--- src/rtl/cb_config_loader_if.sv ---
// Byte-stream handshake between the bitstream source and the connection-block
// configuration loader.
interface cb_config_loader_if;
  logic       cfg_start;
  logic [7:0] cfg_data;
  logic       cfg_valid;
  logic       cfg_ready;

  modport master (output cfg_start, cfg_data, cfg_valid, input cfg_ready);
  modport slave  (input cfg_start, cfg_data, cfg_valid, output cfg_ready);
endinterface

--- src/rtl/cb_config_loader.sv ---
// Assembles a 10-byte configuration frame in a shadow register, validates pad
// bits and XOR checksum, then commits all 69 bits to prog on a single edge.
module cb_config_loader #(
  parameter int unsigned TIMEOUT = 256
) (
  input  logic               clb_clk,
  input  logic               clb_rst,
  cb_config_loader_if.slave  cfg,
  output logic [68:0]        prog,
  output logic               prog_valid,
  output logic               busy,
  output logic               cfg_done,
  output logic               cfg_err,
  output logic [1:0]         err_code
);

  typedef enum logic [2:0] {
    IDLE,
    LOAD,
    CSUM,
    COMMIT,
    ERROR
  } state_t;

  state_t      state;
  state_t      next_state;

  logic [68:0] shadow;
  logic [3:0]  byte_cnt;
  logic [7:0]  run_xor;
  logic        pad_err;
  logic [15:0] tmo_cnt;
  logic [1:0]  err_pend;

  logic        accept;
  logic        restart;
  logic [1:0]  err_sel;

  always_ff @(posedge clb_clk) begin
    if (clb_rst) state <= IDLE;
    else         state <= next_state;
  end

  // A start pulse mid-frame restarts silently and blocks the coincident byte.
  always_comb begin
    next_state    = state;
    restart       = 1'b0;
    err_sel       = 2'b00;
    cfg.cfg_ready = 1'b0;
    busy          = (state != IDLE);
    case (state)
      IDLE: begin
        if (cfg.cfg_start) begin
          next_state = LOAD;
          restart    = 1'b1;
        end
      end
      LOAD, CSUM: begin
        cfg.cfg_ready = !cfg.cfg_start;
        if (cfg.cfg_start) begin
          next_state = LOAD;
          restart    = 1'b1;
        end else if (tmo_cnt == 16'(TIMEOUT)) begin
          next_state = ERROR;
          err_sel    = 2'b11;
        end else if (cfg.cfg_valid) begin
          if (state == LOAD) begin
            if (byte_cnt == 4'd8) next_state = CSUM;
          end else if (pad_err) begin
            next_state = ERROR;
            err_sel    = 2'b10;
          end else if (cfg.cfg_data != run_xor) begin
            next_state = ERROR;
            err_sel    = 2'b01;
          end else begin
            next_state = COMMIT;
          end
        end
      end
      COMMIT, ERROR: next_state = IDLE;
      default:       next_state = IDLE;
    endcase
    accept = cfg.cfg_valid && cfg.cfg_ready;
  end

  always_ff @(posedge clb_clk) begin
    if (clb_rst) begin
      shadow     <= '0;
      byte_cnt   <= '0;
      run_xor    <= '0;
      pad_err    <= 1'b0;
      tmo_cnt    <= '0;
      err_pend   <= 2'b00;
      prog       <= '0;
      prog_valid <= 1'b0;
      cfg_done   <= 1'b0;
      cfg_err    <= 1'b0;
      err_code   <= 2'b00;
    end else begin
      cfg_done <= 1'b0;
      cfg_err  <= 1'b0;

      if (restart) begin
        byte_cnt <= '0;
        run_xor  <= '0;
        pad_err  <= 1'b0;
        tmo_cnt  <= '0;
      end else if (state == LOAD || state == CSUM) begin
        if (accept) begin
          tmo_cnt <= '0;
          if (state == LOAD) begin
            if (byte_cnt == 4'd8) begin
              shadow[68:64] <= cfg.cfg_data[4:0];
              if (|cfg.cfg_data[7:5]) pad_err <= 1'b1;
            end else begin
              shadow[{byte_cnt[2:0], 3'b000} +: 8] <= cfg.cfg_data;
            end
            run_xor  <= run_xor ^ cfg.cfg_data;
            byte_cnt <= byte_cnt + 4'd1;
          end
        end else begin
          tmo_cnt <= tmo_cnt + 16'd1;
        end
      end

      if (state != ERROR && next_state == ERROR) err_pend <= err_sel;

      if (state == COMMIT) begin
        prog       <= shadow;
        prog_valid <= 1'b1;
        cfg_done   <= 1'b1;
        err_code   <= 2'b00;
      end

      if (state == ERROR) begin
        err_code <= err_pend;
        cfg_err  <= 1'b1;
      end
    end
  end

endmodule

--- src/flat_wrapper.sv ---
// flat-port wrapper written by rule: the top's interface ports become plain ports
module cb_config_loader_flat 
#(
  parameter int unsigned TIMEOUT = 256
)
  (clb_clk, clb_rst, prog, prog_valid, busy, cfg_done, cfg_err, err_code, cfg_cfg_start, cfg_cfg_data, cfg_cfg_valid, cfg_cfg_ready);
  cb_config_loader_if cfg_i ();
  input  logic clb_clk;
  input  logic clb_rst;
  output logic [68:0] prog;
  output logic prog_valid;
  output logic busy;
  output logic cfg_done;
  output logic cfg_err;
  output logic [1:0] err_code;
  input wire logic [$bits(cfg_i.cfg_start)-1:0] cfg_cfg_start;
  input wire logic [$bits(cfg_i.cfg_data)-1:0] cfg_cfg_data;
  input wire logic [$bits(cfg_i.cfg_valid)-1:0] cfg_cfg_valid;
  output wire logic [$bits(cfg_i.cfg_ready)-1:0] cfg_cfg_ready;
  assign cfg_i.cfg_start = cfg_cfg_start;
  assign cfg_i.cfg_data = cfg_cfg_data;
  assign cfg_i.cfg_valid = cfg_cfg_valid;
  assign cfg_cfg_ready = cfg_i.cfg_ready;
  cb_config_loader #(.TIMEOUT(TIMEOUT)) u_core (.clb_clk(clb_clk), .clb_rst(clb_rst), .cfg(cfg_i), .prog(prog), .prog_valid(prog_valid), .busy(busy), .cfg_done(cfg_done), .cfg_err(cfg_err), .err_code(err_code));
endmodule
--- config.mk ---
export PLATFORM = sky130hd
export DESIGN_NAME = cb_config_loader_flat
export DESIGN_NICKNAME = d
export VERILOG_FILES = /design/src/rtl/cb_config_loader_if.sv /design/src/rtl/cb_config_loader.sv /design/src/flat_wrapper.sv
export SDC_FILE = /design/constraint.sdc
export NUM_CORES = 1
export LEC_CHECK = 0
export BUFFER_PORTS_ARGS = -buffer_cell sky130_fd_sc_hd__buf_4
export CAP_MARGIN = 20
export CORE_ASPECT_RATIO = 1.2
export CORE_MARGIN = 10
export CORE_UTILIZATION = 57
export CTS_BUF_LIST = sky130_fd_sc_hd__clkbuf_4 sky130_fd_sc_hd__clkbuf_8 sky130_fd_sc_hd__clkbuf_16
export CTS_CLUSTER_SIZE = 24
export DETAILED_ROUTE_END_ITERATION = 7
export PLACE_DENSITY = 0.89
export SLEW_MARGIN = 20
export SYNTH_ARGS = -nofsm -noshare
export SYNTH_HDL_FRONTEND = slang
export SYNTH_SLANG_ARGS = --single-unit
export TNS_END_PERCENT = 5
--- constraint.sdc ---
create_clock -name clb_clk -period 3.1 [get_ports clb_clk]
set_input_delay 0.62 -clock clb_clk [delete_from_list [all_inputs] [get_ports clb_clk]]
set_output_delay 0.62 -clock clb_clk [all_outputs]
set_load 0.005 [all_outputs]
==> impl_metrics.py <==
metrics = {
    "die": {
        "coreArea_sq_mm": 0.0121,
        "ioPinCount": 88,
        "die_y_um": 141,
        "dieArea_sq_mm": 0.0171,
        "fp-row-count": 44,
        "initial_core_util_pct": 57.9,
        "die_width_um": 121,
    },
    "yosys": {
        "synth_cell_types": 50,
        "syn_area_sq_mm": 0.00699,
        "yosys_register_bits": 177,
        "synth_edf_count": 0,
        "synthMostInstantiatedCell": "nand2_1",
        "seq_area_frac_synth_pct": 50.7,
        "synth_cells": 832,
        "yosysWarnings": 0,
        "synth_top_cell_by_area": "dfxtp_1",
        "ys.flop_type": "dfxtp_1",
        "yosys-top-cells-area": "dfxtp_1 51%, nand2_1 11%, a21oi_1 7.3%",
        "postSynthNetCount": 852,
        "synth_top_area_share_pct": 50.7,
        "yosys-top-cells-count": "209 x nand2_1, 177 x dfxtp_1, 102 x a21oi_1",
        "ys_async_sr_fraction_pct": 0,
        "syn_area_per_cell_sq_um": 8.40,
    },
    "clocking": {
        "cts.sinks": 177,
        "htree_levels": 4,
        "cts_resized": 0,
        "clk_latency_ps": 430,
        "clock_path_buffers": 2,
        "cts_buffers": 17,
        "post_cts_buffers": 0,
        "root_buffer": "clkbuf_16",
        "cts_tree": "yes",
        "cts-hold-fix-buffers": 0,
        "path_clk_slew_ps": 60,
    },
    "drt": {
        "drc": 0,
        "viasPerCell": 5.60,
        "wl_per_cell_um": 16.0,
        "wl_um": 17000,
        "dr.pass1.iters": 7,
        "vias": 5958,
        "drtIter0Drc": 395,
        "ant_nets": 0,
    },
    "pwr": {
        "power_density_mw_per_mm2": 543,
        "p_leak_nw": 3.07,
        "ir_worst_vdd_mv": 0.349,
    },
    "timing": {
        "slew_viol_final": 0,
        "max_slew_margin_pct": 47.8,
        "fin_crit_sh_pct": 92.0,
        "tightest_slew_ps": 783,
        "rsz0062_at_grt": "false",
        "setup_viol": 0,
        "hold_violations": 0,
        "finClkSkew_ps": 9.10,
        "fmax_ghz": 0.351,
        "tns_ps": 0,
        "fin_crit_ps": 2850,
    },
    "global_routing": {
        "grt_max_degree": 116,
        "grt_pass1_wl_um": 27700,
        "grt_usage_pct": 19.6,
        "overflow": 0,
        "antenna_found_initial": 0,
        "grt_pass1_vias": 5690,
    },
    "setup_path": {
        "crit_fanout": 16,
        "crit_start": "u_core.byte_cnt[0]",
        "r2r-end": "u_core.shadow[44]",
        "r2r.worst_path.cells": 7,
        "cp-end-kind": "flop",
        "start_kind": "flop",
        "criticalPathCategory": "flop to flop",
        "arrival_ps": 3150,
        "cp.required_ps": 3400,
        "rr_startpoint": "u_core.byte_cnt[0]",
        "reg2reg_slack_ps": 250,
        "endpoint": "u_core.shadow[44]",
    },
    "placement": {
        "dp.final_hpwl_um": 10900,
        "portBuffers": 87,
        "gp_congestion": 0.892,
    },
    "layout": {
        "drive_above_1_share_pct": 15.2,
        "diodes": 0,
        "multi_input_area_sq_mm": 0.00321,
        "fillCellCount": 934,
        "syn_to_final_growth_pct": 18.7,
        "finish.utilization_pct": 68.8,
        "layout.nets": 910,
        "seqCellArea_sq_mm": 0.00354,
    },
    "min_path": {
        "hold_class": "flop to flop",
    },
    "outcome": {
        "outcome": "complete, no violations",
    },
    "flow_run": {
        "cap_violations": 0,
    },
}
==> placed cells by master, fill, tap and decap left out, drive strengths merged, types with 9 or more instances in the layout <==
master / n
nand2b: 9
clkbuf: 25
nand3b: 21
mux2i: 25
buf: 95
nand2: 210
nand4: 11
dfxtp: 177
nor2: 72
xor2: 28
o21ai: 17
a21oi: 103
nand3: 19
==> critical path, cell delays in order, from the launching register on <==
cell	delay, ps
dfxtp_1	540
inv_1	180
ha_1	280
ha_1	500
a2111oi_4	530
nand2_1	390
nand3b_1	200
o21ai_0	100
==> report_power, final <==
group	internal (mW)	switching [mW]
logic	0.0396	0.0897
registers	2.28	0.00745
clock network	1.22	0.869
==> area by class of cell <==
class                           instances  area share [%]
Sequential cell                       177            42.7
Multi-Input combinational cell        594            38.7
Timing Repair Buffer                   95            8.91
Clock buffer                           25            6.08
Tap cell                              161            2.43
Clock inverter                          7           0.921
Inverter                                5           0.226
==> metal layers <==
metal  share of wire [%]  track usage (%)  vias to the layer above
met5                   0                0                        -
met4                 2.8             8.08                        0
met3                 6.5             5.84                       43
met2                  50             33.0                      183
met1                  41             22.6                     2840
li1                    -                -                     2892
==> sequential cells by signal, summed over array words and instances, names as in the netlist <==
| signal | count |
|---|---|
| u_core.run_xor | 8 |
| u_core.state | 3 |
| u_core.err_code | 2 |
| u_core.pad_err | 1 |
| u_core.err_pend | 2 |
| u_core.byte_cnt | 4 |
| u_core.cfg_done | 1 |
| u_core.cfg_err | 1 |
| u_core.tmo_cnt | 16 |
| u_core.shadow | 69 |
| u_core.prog | 69 |
| u_core.prog_valid | 1 |
==> how the worst min path moves through the flow <==
| stage | startpoint | endpoint | slack, ps | cells after the start |
|---|---|---|---|---|
| 3_5_place_dp | u_core.shadow[25] | u_core.shadow[25] | 440 | 2 |
| 4_1_cts | u_core.shadow[56] | u_core.shadow[56] | 450 | 2 |
| 3_3_place_gp | u_core.shadow[16] | u_core.prog[16] | 440 | 2 |
| 6_report | u_core.shadow[56] | u_core.shadow[56] | 450 | 2 |
| 5_1_grt | u_core.shadow[56] | u_core.shadow[56] | 460 | 2 |
| 2_1_floorplan | u_core.shadow[0] | u_core.prog[0] | 430 | 2 |
==> through the flow <==
stage	hold slack, ps	cells	setup WS (ps)	instance area, sq um	power, mW
2_1_floorplan	431	832	618	6990	2.42
3_3_place_gp	441	1032	464	7710	2.46
3_5_place_dp	445	1032	329	7710	2.46
4_1_cts	452	1064	295	8290	4.51
5_1_grt	463	1064	60.1	8290	4.62
6_report	453	1064	248	8290	4.50
==> logic make-up (layout without fill, tap and decap cells) <==
family	after synthesis	in the layout	share of synthesized area (%)
buffers and inverters	61	132	3.47
muxes	25	25	3.58
DFF	177	177	50.7
xor gates and xnor gates	35	35	4.39
adders and majority gates	8	8	1.43
AOI/OAI and AO/OA	134	134	10.8
and+or+nand+nor	392	392	25.6
No activity file was read; power rests on OpenSTA's default activity.
